File: config.mk
export PLATFORM = sky130hd
export DESIGN_NAME = if_fetch_unit
export DESIGN_NICKNAME = d
export VERILOG_FILES = /design/src/rtl/rv32_fetch_pkg.sv /design/src/rtl/fetch_ring_buffer.sv /design/src/rtl/if_fetch_unit.sv
export SDC_FILE = /design/constraint.sdc
export NUM_CORES = 1
export LEC_CHECK = 0
export CORE_ASPECT_RATIO = 1.5
export CORE_MARGIN = 4
export CORE_UTILIZATION = 30
export DETAILED_ROUTE_END_ITERATION = 8
export PLACE_DENSITY_LB_ADDON = 0.05
export SETUP_SLACK_MARGIN = 0.05
export SKIP_CTS_REPAIR_TIMING = 1
export SLEW_MARGIN = 20
export SYNTH_ARGS = -nofsm -noshare
export SYNTH_HDL_FRONTEND = slang
export SYNTH_SLANG_ARGS = --single-unit
File: constraint.sdc
create_clock -name clk -period 5.9 [get_ports clk]
set_input_delay 1.18 -clock clk [delete_from_list [all_inputs] [get_ports clk]]
set_output_delay 1.18 -clock clk [all_outputs]
set_load 0.01 [all_outputs]
File: src/rtl/rv32_fetch_pkg.sv
// Shared types and constants for the RV32I instruction fetch stage.
//   XLEN / ILEN   : address and instruction widths
//   PC_STEP       : sequential PC increment in bytes
//   INST_NOP      : canonical NOP (addi x0,x0,0), used as the empty-slot value
//   fetch_entry_t : one ring-buffer slot {pc, data, filled}
package rv32_fetch_pkg;

    localparam int unsigned XLEN    = 32;
    localparam int unsigned ILEN    = 32;
    localparam int unsigned PC_STEP = 4;

    localparam logic [ILEN-1:0] INST_NOP = 32'h0000_0013;

    typedef struct packed {
        logic [XLEN-1:0] pc;
        logic [ILEN-1:0] data;
        logic            filled;
    } fetch_entry_t;

endpackage

File: src/rtl/fetch_ring_buffer.sv
// In-order ring buffer of fetch slots. A slot is allocated when its request
// is accepted, filled when the response returns, and popped by decode.
// Ports:
//   clk, reset        : clock, synchronous active-high reset
//   i_flush           : drop every slot and rewind all pointers
//   i_alloc/_pc       : allocate the slot at alloc_ptr for fetch address _pc
//   i_fill/_data      : write the response into the slot at fill_ptr
//   i_pop             : release the head slot
//   o_head            : slot at pop_ptr
//   o_count           : allocated slots (0..DEPTH)
//   o_unfilled        : allocated slots still waiting for their response
module fetch_ring_buffer
    import rv32_fetch_pkg::*;
#(
    parameter int unsigned DEPTH = 4
) (
    input  logic                        clk,
    input  logic                        reset,
    input  logic                        i_flush,
    input  logic                        i_alloc,
    input  logic [XLEN-1:0]             i_alloc_pc,
    input  logic                        i_fill,
    input  logic [ILEN-1:0]             i_fill_data,
    input  logic                        i_pop,
    output fetch_entry_t                o_head,
    output logic [$clog2(DEPTH):0]      o_count,
    output logic [$clog2(DEPTH):0]      o_unfilled
);

    localparam int unsigned AW = $clog2(DEPTH);
    localparam int unsigned CW = AW + 1;

    fetch_entry_t        r_entries [DEPTH];
    // Pointers carry one wrap bit so alloc - fill distinguishes 0 from DEPTH.
    logic [CW-1:0]       r_alloc_ptr;
    logic [CW-1:0]       r_fill_ptr;
    logic [CW-1:0]       r_pop_ptr;
    logic [CW-1:0]       r_count;

    logic [AW-1:0]       w_alloc_idx;
    logic [AW-1:0]       w_fill_idx;
    logic [AW-1:0]       w_pop_idx;

    assign w_alloc_idx = r_alloc_ptr[AW-1:0];
    assign w_fill_idx  = r_fill_ptr[AW-1:0];
    assign w_pop_idx   = r_pop_ptr[AW-1:0];

    // Slot storage and pointer/count bookkeeping.
    always_ff @(posedge clk) begin
        if (reset || i_flush) begin
            for (int unsigned i = 0; i < DEPTH; i++) begin
                r_entries[AW'(i)] <= '{pc: '0, data: INST_NOP, filled: 1'b0};
            end
            r_alloc_ptr <= '0;
            r_fill_ptr  <= '0;
            r_pop_ptr   <= '0;
            r_count     <= '0;
        end else begin
            if (i_pop) begin
                r_entries[w_pop_idx].filled <= 1'b0;
            end
            if (i_alloc) begin
                r_entries[w_alloc_idx].pc     <= i_alloc_pc;
                r_entries[w_alloc_idx].filled <= 1'b0;
            end
            if (i_fill) begin
                r_entries[w_fill_idx].data   <= i_fill_data;
                r_entries[w_fill_idx].filled <= 1'b1;
            end
            r_alloc_ptr <= r_alloc_ptr + CW'(i_alloc);
            r_fill_ptr  <= r_fill_ptr  + CW'(i_fill);
            r_pop_ptr   <= r_pop_ptr   + CW'(i_pop);
            r_count     <= r_count + CW'(i_alloc) - CW'(i_pop);
        end
    end

    assign o_head     = r_entries[w_pop_idx];
    assign o_count    = r_count;
    assign o_unfilled = r_alloc_ptr - r_fill_ptr;

endmodule

File: src/rtl/if_fetch_unit.sv
// RV32I instruction fetch stage: issues word fetches at pc, steers pc_nxt,
// buffers responses in order and flushes on an execute redirect. Responses
// belonging to flushed requests are counted in drop_cnt and discarded.
// Ports:
//   clk, reset                 : clock, synchronous active-high reset
//   pc / pc_nxt                : current PC in, next PC out
//   imem_req_valid/ready/addr  : fetch request handshake
//   imem_rsp_valid/data        : in-order response, no backpressure
//   redirect_valid/pc          : flush and restart at redirect_pc
//   inst_valid/ready, inst, inst_pc : instruction stream to decode
module if_fetch_unit
    import rv32_fetch_pkg::*;
#(
    parameter int unsigned DEPTH = 4
) (
    input  logic             clk,
    input  logic             reset,
    input  logic [XLEN-1:0]  pc,
    output logic [XLEN-1:0]  pc_nxt,
    output logic             imem_req_valid,
    input  logic             imem_req_ready,
    output logic [XLEN-1:0]  imem_req_addr,
    input  logic             imem_rsp_valid,
    input  logic [ILEN-1:0]  imem_rsp_data,
    input  logic             redirect_valid,
    input  logic [XLEN-1:0]  redirect_pc,
    output logic             inst_valid,
    input  logic             inst_ready,
    output logic [ILEN-1:0]  inst,
    output logic [XLEN-1:0]  inst_pc
);

    localparam int unsigned CW = $clog2(DEPTH) + 1;
    // Headroom: repeated redirects can stack flushed responses past DEPTH.
    localparam int unsigned DW = CW + 1;

    fetch_entry_t     w_head;
    logic [CW-1:0]    w_count;
    logic [CW-1:0]    w_unfilled;
    logic             w_req_valid;
    logic             w_req_fire;
    logic             w_rsp_drop;
    logic             w_fill;
    logic             w_inst_valid;
    logic             w_pop;
    logic [XLEN-1:0]  w_fetch_addr;
    logic             w_unused_redirect_lsbs;
    logic [DW-1:0]    r_drop_cnt;

    assign w_unused_redirect_lsbs = &{1'b0, redirect_pc[1:0]};

    assign w_fetch_addr = {pc[XLEN-1:2], 2'b00};
    // Issue depends only on registered count, never on inst_ready.
    assign w_req_valid  = !reset && !redirect_valid && (w_count < CW'(DEPTH));
    assign w_req_fire   = w_req_valid && imem_req_ready;
    assign w_rsp_drop   = imem_rsp_valid && (r_drop_cnt != '0);
    assign w_fill       = imem_rsp_valid && (r_drop_cnt == '0) && !redirect_valid && !reset;
    assign w_inst_valid = !reset && w_head.filled && (w_count != '0);
    assign w_pop        = w_inst_valid && inst_ready && !redirect_valid;

    fetch_ring_buffer #(
        .DEPTH       (DEPTH)
    ) u_ring (
        .clk         (clk),
        .reset       (reset),
        .i_flush     (redirect_valid),
        .i_alloc     (w_req_fire),
        .i_alloc_pc  (w_fetch_addr),
        .i_fill      (w_fill),
        .i_fill_data (imem_rsp_data),
        .i_pop       (w_pop),
        .o_head      (w_head),
        .o_count     (w_count),
        .o_unfilled  (w_unfilled)
    );

    // Next-PC select: redirect beats sequential advance beats hold.
    always_comb begin
        pc_nxt = pc;
        if (reset) begin
            pc_nxt = pc;
        end else if (redirect_valid) begin
            pc_nxt = {redirect_pc[XLEN-1:2], 2'b00};
        end else if (w_req_fire) begin
            pc_nxt = pc + XLEN'(PC_STEP);
        end
    end

    // Responses still owed for flushed requests; a response arriving in the
    // redirect cycle is one of them and is retired immediately.
    always_ff @(posedge clk) begin
        if (reset) begin
            r_drop_cnt <= '0;
        end else if (redirect_valid) begin
            r_drop_cnt <= r_drop_cnt + DW'(w_unfilled) - DW'(imem_rsp_valid);
        end else if (w_rsp_drop) begin
            r_drop_cnt <= r_drop_cnt - DW'(1);
        end
    end

    assign imem_req_valid = w_req_valid;
    assign imem_req_addr  = reset ? '0 : w_fetch_addr;
    assign inst_valid     = w_inst_valid;
    assign inst           = reset ? '0 : w_head.data;
    assign inst_pc        = reset ? '0 : w_head.pc;

endmodule
==> flow_summary.toml, run 1 <==
[outcome]
status = "completed"

[cells_and_area]
drive_gt1_share_pct = 13.21
nets = 1387
insertedDiodeCount = 0
syn_to_final_growth_pct = 29.05
fillerInstances = 4357

[clock_network]
clkTransAtPathRegs_ps = 60
ctsLongestPathBuffers = 3
numCtsBuffers = 28
cts.sinks = 267
cts_max_level = 1
worstSkewPairLatency_ps = 580
tritoncts = "done"
cts_root_buffer = "clkbuf_16"

[sta]
period_needed_ps = 5300
clock_skew_ps = 24.27
worst_pin_slew_ps = 977.7
post-route-period-util_pct = 89.83
setup_viol = 0
maxSlewViolCount = 0
fmax_mhz = 188.7
finalHoldViolCount = 0
slew_headroom_pct = 34.82
rsz0062_at_grt = "false"
finalSetupTns_ps = 0

[synth]
syn_inst = 1051
yosys_register_bits = 267
synth_top_area_share_pct = 54.50
syn_area_per_cell_sq_um = 13.00
synth-edff-count = 248
ys.flop_type = "edfxtp_1"
synth_commonest_cells = "and2_1 (306), edfxtp_1 (248), mux4_2 (63)"
synthArstFlopShare_pct = 0
synth_top_area_cell = "edfxtp_1"
yosysMostFrequentCell = "and2_1"
synth_area_leaders = "edfxtp_1 (55%), and2_1 (14%), mux4_2 (10%)"
yosysWarnings = 0
syn_area_sq_um = 13660
synth_cell_type_count = 55
ys_seq_area_share_pct = 57.28

[pwr]
power-per-cell-area_nw_per_um2 = 263.9
ir_worst_vdd_uv = 171.6
fin_total_pwr_w = 0.004654
clockPowerShare_pct = 40.9
p_comb_share_pct = 12.1
p_int_w = 0.003563
switchingPower_w = 0.001091
seqPwrFrac_pct = 47.0
total_leakage_power_nw = 6.533
swShare_pct = 23.43

[global_route]
grt_pass1_vias = 9690
grt_max_degree = 64
antenna_found_initial = 1
track_usage_pct = 16.89
grt-ovfl-total = 0
grt_first_pass_wirelength_um = 63150

[route]
vias_per_cell = 4.789
routed_wl_um = 42120
drc = 0
drtPass1Iterations = 4
post_drt_wl_per_cell_um = 22.54
vias = 8951
dr.first_iter.drc_count = 378
ant_nets = 0

[worst_setup_path]
start_kind = "primary input"
arrival_ps = 4120
path_class = "primary input to primary output"
critPathMaxFanout = 7
end_kind = "primary output"
worstPathRequired_ps = 4720
reg2regPathDepth = 10

[place]
finalWeightedCongestion = 0.7307
post-dp-hpwl_um = 26530
portBuffers = 225

[die]
fp.dieH_um = 269.4
coreArea_sq_um = 44930
die_area_sq_um = 49100
fp-row-count = 95
ios = 232
die_w_um = 182.3
start_util_pct = 30.41

[min_path]
hp-class = "flop to flop"
worstHoldPathCells = 1

[job]
max_cap_viol_count = 0
-- kinds of logic (layout without fill, tap and decap cells) --
group / Yosys count / after routing / share of synthesized area, %
other: 1 / 4 / 0.02744
AO/OA/AOI/OAI: 83 / 83 / 4.066
AND/OR/NAND/NOR: 488 / 488 / 21.55
flip-flops: 267 / 267 / 57.28
XOR/XNOR: 19 / 19 / 1.218
buffers and inverters: 108 / 341 / 3.333
adder cells (fa/ha/maj): 20 / 20 / 1.996
multiplexers: 65 / 65 / 10.53
-- routing by layer --
metal	track usage, %	up-vias	routed length, um
li1	-	4205	-
met1	20.21	4474	17020
met2	31.69	227	22340
met3	2.670	43	1989
met4	3.696	2	755
met5	0	-	13
-- worst max-delay path, cell delays in order --
cell and delay, ps:
clkdlybuf4s50_1 610, nand4_1 410, nor3_1 640, and2_1 300, a211oi_1 100, a311oi_1 250
clkdlybuf4s50_1 620
-- worst paths after layout --
check	start	endpoint	slack (ps)
max	pc[8]	pc_nxt[23]	600
min	u_ring.r_entries[1][0]	u_ring.r_entries[1][0]	450
max reg2reg	u_ring.r_pop_ptr[1]	u_ring.o_count[2]	2560
min reg2reg	u_ring.r_entries[1][0]	u_ring.r_entries[1][0]	450
-- cell type report --
type	instances	area [sq um]	area share, %
flip-flops and latches	267	7835	44.43
repair buffers	263	2532	14.36
well taps	582	728.2	4.129
clock buffers	35	757.0	4.293
multi-input cells	679	5465	30.99
clock inverters	17	219.0	1.242
inverters	26	97.59	0.5534
-- through the flow --
stage	util [%]	cells	cell area, sq um	hold WS (ps)	setup slack [ps]
after floorplan	-	1054	13680	421.0	1161
after global placement	37.05	1817	16650	429.5	556.3
after detailed placement	37.08	1817	16660	440.6	542.9
after global routing	39.25	1869	17630	482.3	508.9
after CTS	39.25	1869	17630	455.7	527.8
final	39.25	1869	17630	454.9	600.0
-- power groups by stage --
stage | combinational [W] | sequential, W | clock (W)
5_1_grt | 0.000616 | 0.00220 | 0.00204
3_5_place_dp | 0.000576 | 0.00223 | 0
6_report | 0.000562 | 0.00219 | 0.00191
3_3_place_gp | 0.000575 | 0.00223 | 0
4_1_cts | 0.000579 | 0.00219 | 0.00196
2_1_floorplan | 0.000278 | 0.00222 | 0
-- flip-flops by register name, indices dropped and copies added, names as in the netlist --
signal              count
r_drop_cnt              4
u_ring.r_alloc_ptr      3
u_ring.r_entries      252
u_ring.r_pop_ptr        2
u_ring.r_fill_ptr       3
u_ring.o_count          3
-- placed cells by master (no fill, tap or decap), types with 6 or more instances in the layout --
cell / n
and4_1: 6
o21ai_1: 7
a2bb2oi_1: 6
nor2_1: 39
nand2_1: 25
nand3_1: 17
dfxtp_1: 17
clkinv_2: 6
ha_1: 17
nor3_1: 9
nor2b_1: 27
clkbuf_16: 28
clkdlybuf4s50_1: 224
a21oi_1: 21
mux4_2: 63
and2_1: 306
buf_4: 38
xnor2_1: 14
o21ai_0: 7
nand4_1: 11
and3_1: 9
edfxtp_1: 248
nand2b_1: 11
inv_1: 24
(Power assumes the default switching activity.)
==> run 2, diff against run 1 <==
--- a/config.mk
+++ b/config.mk
@@ -6,8 +6,9 @@
 export NUM_CORES = 1
 export LEC_CHECK = 0
 export CORE_ASPECT_RATIO = 1.5
-export CORE_MARGIN = 4
+export CORE_MARGIN = 5
 export CORE_UTILIZATION = 30
+export CTS_CLUSTER_SIZE = 30
 export DETAILED_ROUTE_END_ITERATION = 8
 export PLACE_DENSITY_LB_ADDON = 0.05
 export SETUP_SLACK_MARGIN = 0.05
==> flow_summary.toml, run 2 (synthesis results as in run 1) <==
[pwr]
total_leakage_power_nw = 6.552
power-per-cell-area_nw_per_um2 = 264.0
ir_worst_vdd_uv = 219.0
seqPwrFrac_pct = 46.8
switchingPower_w = 0.001073
p_int_w = 0.003596
swShare_pct = 22.98
p_comb_share_pct = 12.1
clockPowerShare_pct = 41.1

[cells_and_area]
top_regs = "u_ring.r_entries x252, r_drop_cnt x4"
syn_to_final_growth_pct = 29.42
largest-register = "u_ring.r_entries"
largest_reg_flops = 252
register_area_sq_um = 7835
drive_gt1_share_pct = 13.31
fillerInstances = 4326
layout_commonest_cell = "and2_1"
multi_input_area_sq_um = 5455
final_cell_mix = "and2_1 (306), edfxtp_1 (248), clkdlybuf4s50_1 (224), mux4_2 (63), buf_4 (41)"
nets = 1392
fin_cells = 1876

[outcome]
status = "completed"

[clock_network]
worstSkewPairLatency_ps = 550
tritoncts = "done"
clkTransAtPathRegs_ps = 60
cts_root_buffer = "clkbuf_16"
cts.sinks = 267
numCtsBuffers = 29
cts_max_level = 1
ctsLongestPathBuffers = 3

[sta]
maxSlewViolCount = 0
period_needed_ps = 5210
worst_pin_slew_ps = 827.2
rsz0062_at_grt = "false"
slew_headroom_pct = 44.72
post-route-period-util_pct = 88.30
setup_viol = 0
clock_skew_ps = 8.300
fin_ws_ps = 690.1
finalSetupTns_ps = 0
fmax_mhz = 191.9
finalHoldViolCount = 0

[min_path]
hp-class = "flop to flop"

[place]
dp_slack_ps = 583.8
post-dp-hpwl_um = 27120
dp.cells = 1821
finalWeightedCongestion = 0.7271
portBuffers = 225

[worst_setup_path]
arrival_ps = 4030
path_class = "primary input to primary output"
end_kind = "primary output"
cpMaxStageDelayCell = "clkdlybuf4s50_1"
cp_slowest_stage_delay_ps = 640
worstPathRequired_ps = 4720
critPathMaxFanout = 7
crit_family = "buffers and inverters"
start_kind = "primary input"
path_buf_inv = 3
worstPathCellList = "clkdlybuf4s50_1 > nand4_1 > nor3_4 > buf_4 > nand4_1 > nor2_1 > mux2i_1 > clkdlybuf4s50_1"

[route]
drtPass1Iterations = 5
vias_per_cell = 4.755
ant_nets = 0
routed_wl_um = 42140
drc = 0
post_drt_wl_per_cell_um = 22.46
vias = 8920
dr.first_iter.drc_count = 417

[die]
start_util_pct = 30.41
coreArea_sq_um = 44930
die_w_um = 184.3
die_area_sq_um = 50000
ios = 232
fp-row-count = 95
fp.dieH_um = 271.4

[global_route]
grt_max_degree = 75
grt-ovfl-total = 0
grt_first_pass_wirelength_um = 62440
antenna_found_initial = 2
grt_pass1_vias = 9634
track_usage_pct = 16.60

[job]
max_cap_viol_count = 0
## run 2: cell count changes in the layout (fill, tap and decap cells not counted), sizes merged
cell / change
buf: +4
clkinv: -5
clkbuf: +5
diode: +2
clkinvlp: +1
## run 2: worst paths after layout
kind                                              from                      to  slack (ps)  depth (start not counted)
worst max-delay path                             pc[8]              pc_nxt[21]         690                          8
worst min-delay path            u_ring.r_entries[1][0]  u_ring.r_entries[1][0]         450                          1
worst max register to register     u_ring.r_pop_ptr[1]       u_ring.o_count[2]        2590                         11
worst min register to register  u_ring.r_entries[1][0]  u_ring.r_entries[1][0]         450                          1
## run 2: area by class of cell
cell class | count | area share [%]
clock buffer | 40 | 4.507
antenna | 2 | 0.02830
timing repair buffer | 267 | 14.56
tap | 582 | 4.118
multi-input combinational | 679 | 30.85
sequential | 267 | 44.30
clock inverter | 13 | 1.082
inverter | 26 | 0.5519
## run 2: worst reg2reg max path: stages, from the launching register on
cell and delay (ps):
dfxtp_4 570, buf_4 460, mux4_2 550, and3_1 190, and3_1 200, ha_1 270
inv_1 40, ha_1 180, fa_1 370, xnor2_1 180, xnor2_1 140, nor2_1 50
## run 2: metrics by stage
| stage | instance area, sq um | hold WS (ps) | util, % | power, W |
|---|---|---|---|---|
| final | 17680 | 449.4 | 39.36 | 0.004669 |
| after global routing | 17680 | 474.9 | 39.35 | 0.004862 |
| after CTS | 17680 | 455.9 | 39.35 | 0.004741 |
| after detailed placement | 16690 | 441.9 | 37.15 | 0.002805 |
| after global placement | 16690 | 427.4 | 37.15 | 0.002804 |
| after floorplan | 13680 | 421.0 | - | 0.002498 |
## run 2: layer usage
layer  wire [um]  global-route usage [%]  vias to the layer above  share of wire, %
met3        2106                   2.786                       31               5.0
met4         662                   3.524                        0               1.6
met2       22990                   31.74                      213                55
met1       16380                   19.18                     4462                39
met5           0                       0                        -                 0
li1            -                       -                     4214                 -
## run 2: power groups by stage
| stage | clock, W | combinational [W] | sequential, W |
|---|---|---|---|
| finish | 0.00192 | 0.000563 | 0.00219 |
| global placement | 0 | 0.000577 | 0.00223 |
| CTS | 0.00197 | 0.000579 | 0.00219 |
| detailed placement | 0 | 0.000576 | 0.00223 |
| floorplan | 0 | 0.000278 | 0.00222 |
| global route | 0.00205 | 0.000617 | 0.00220 |
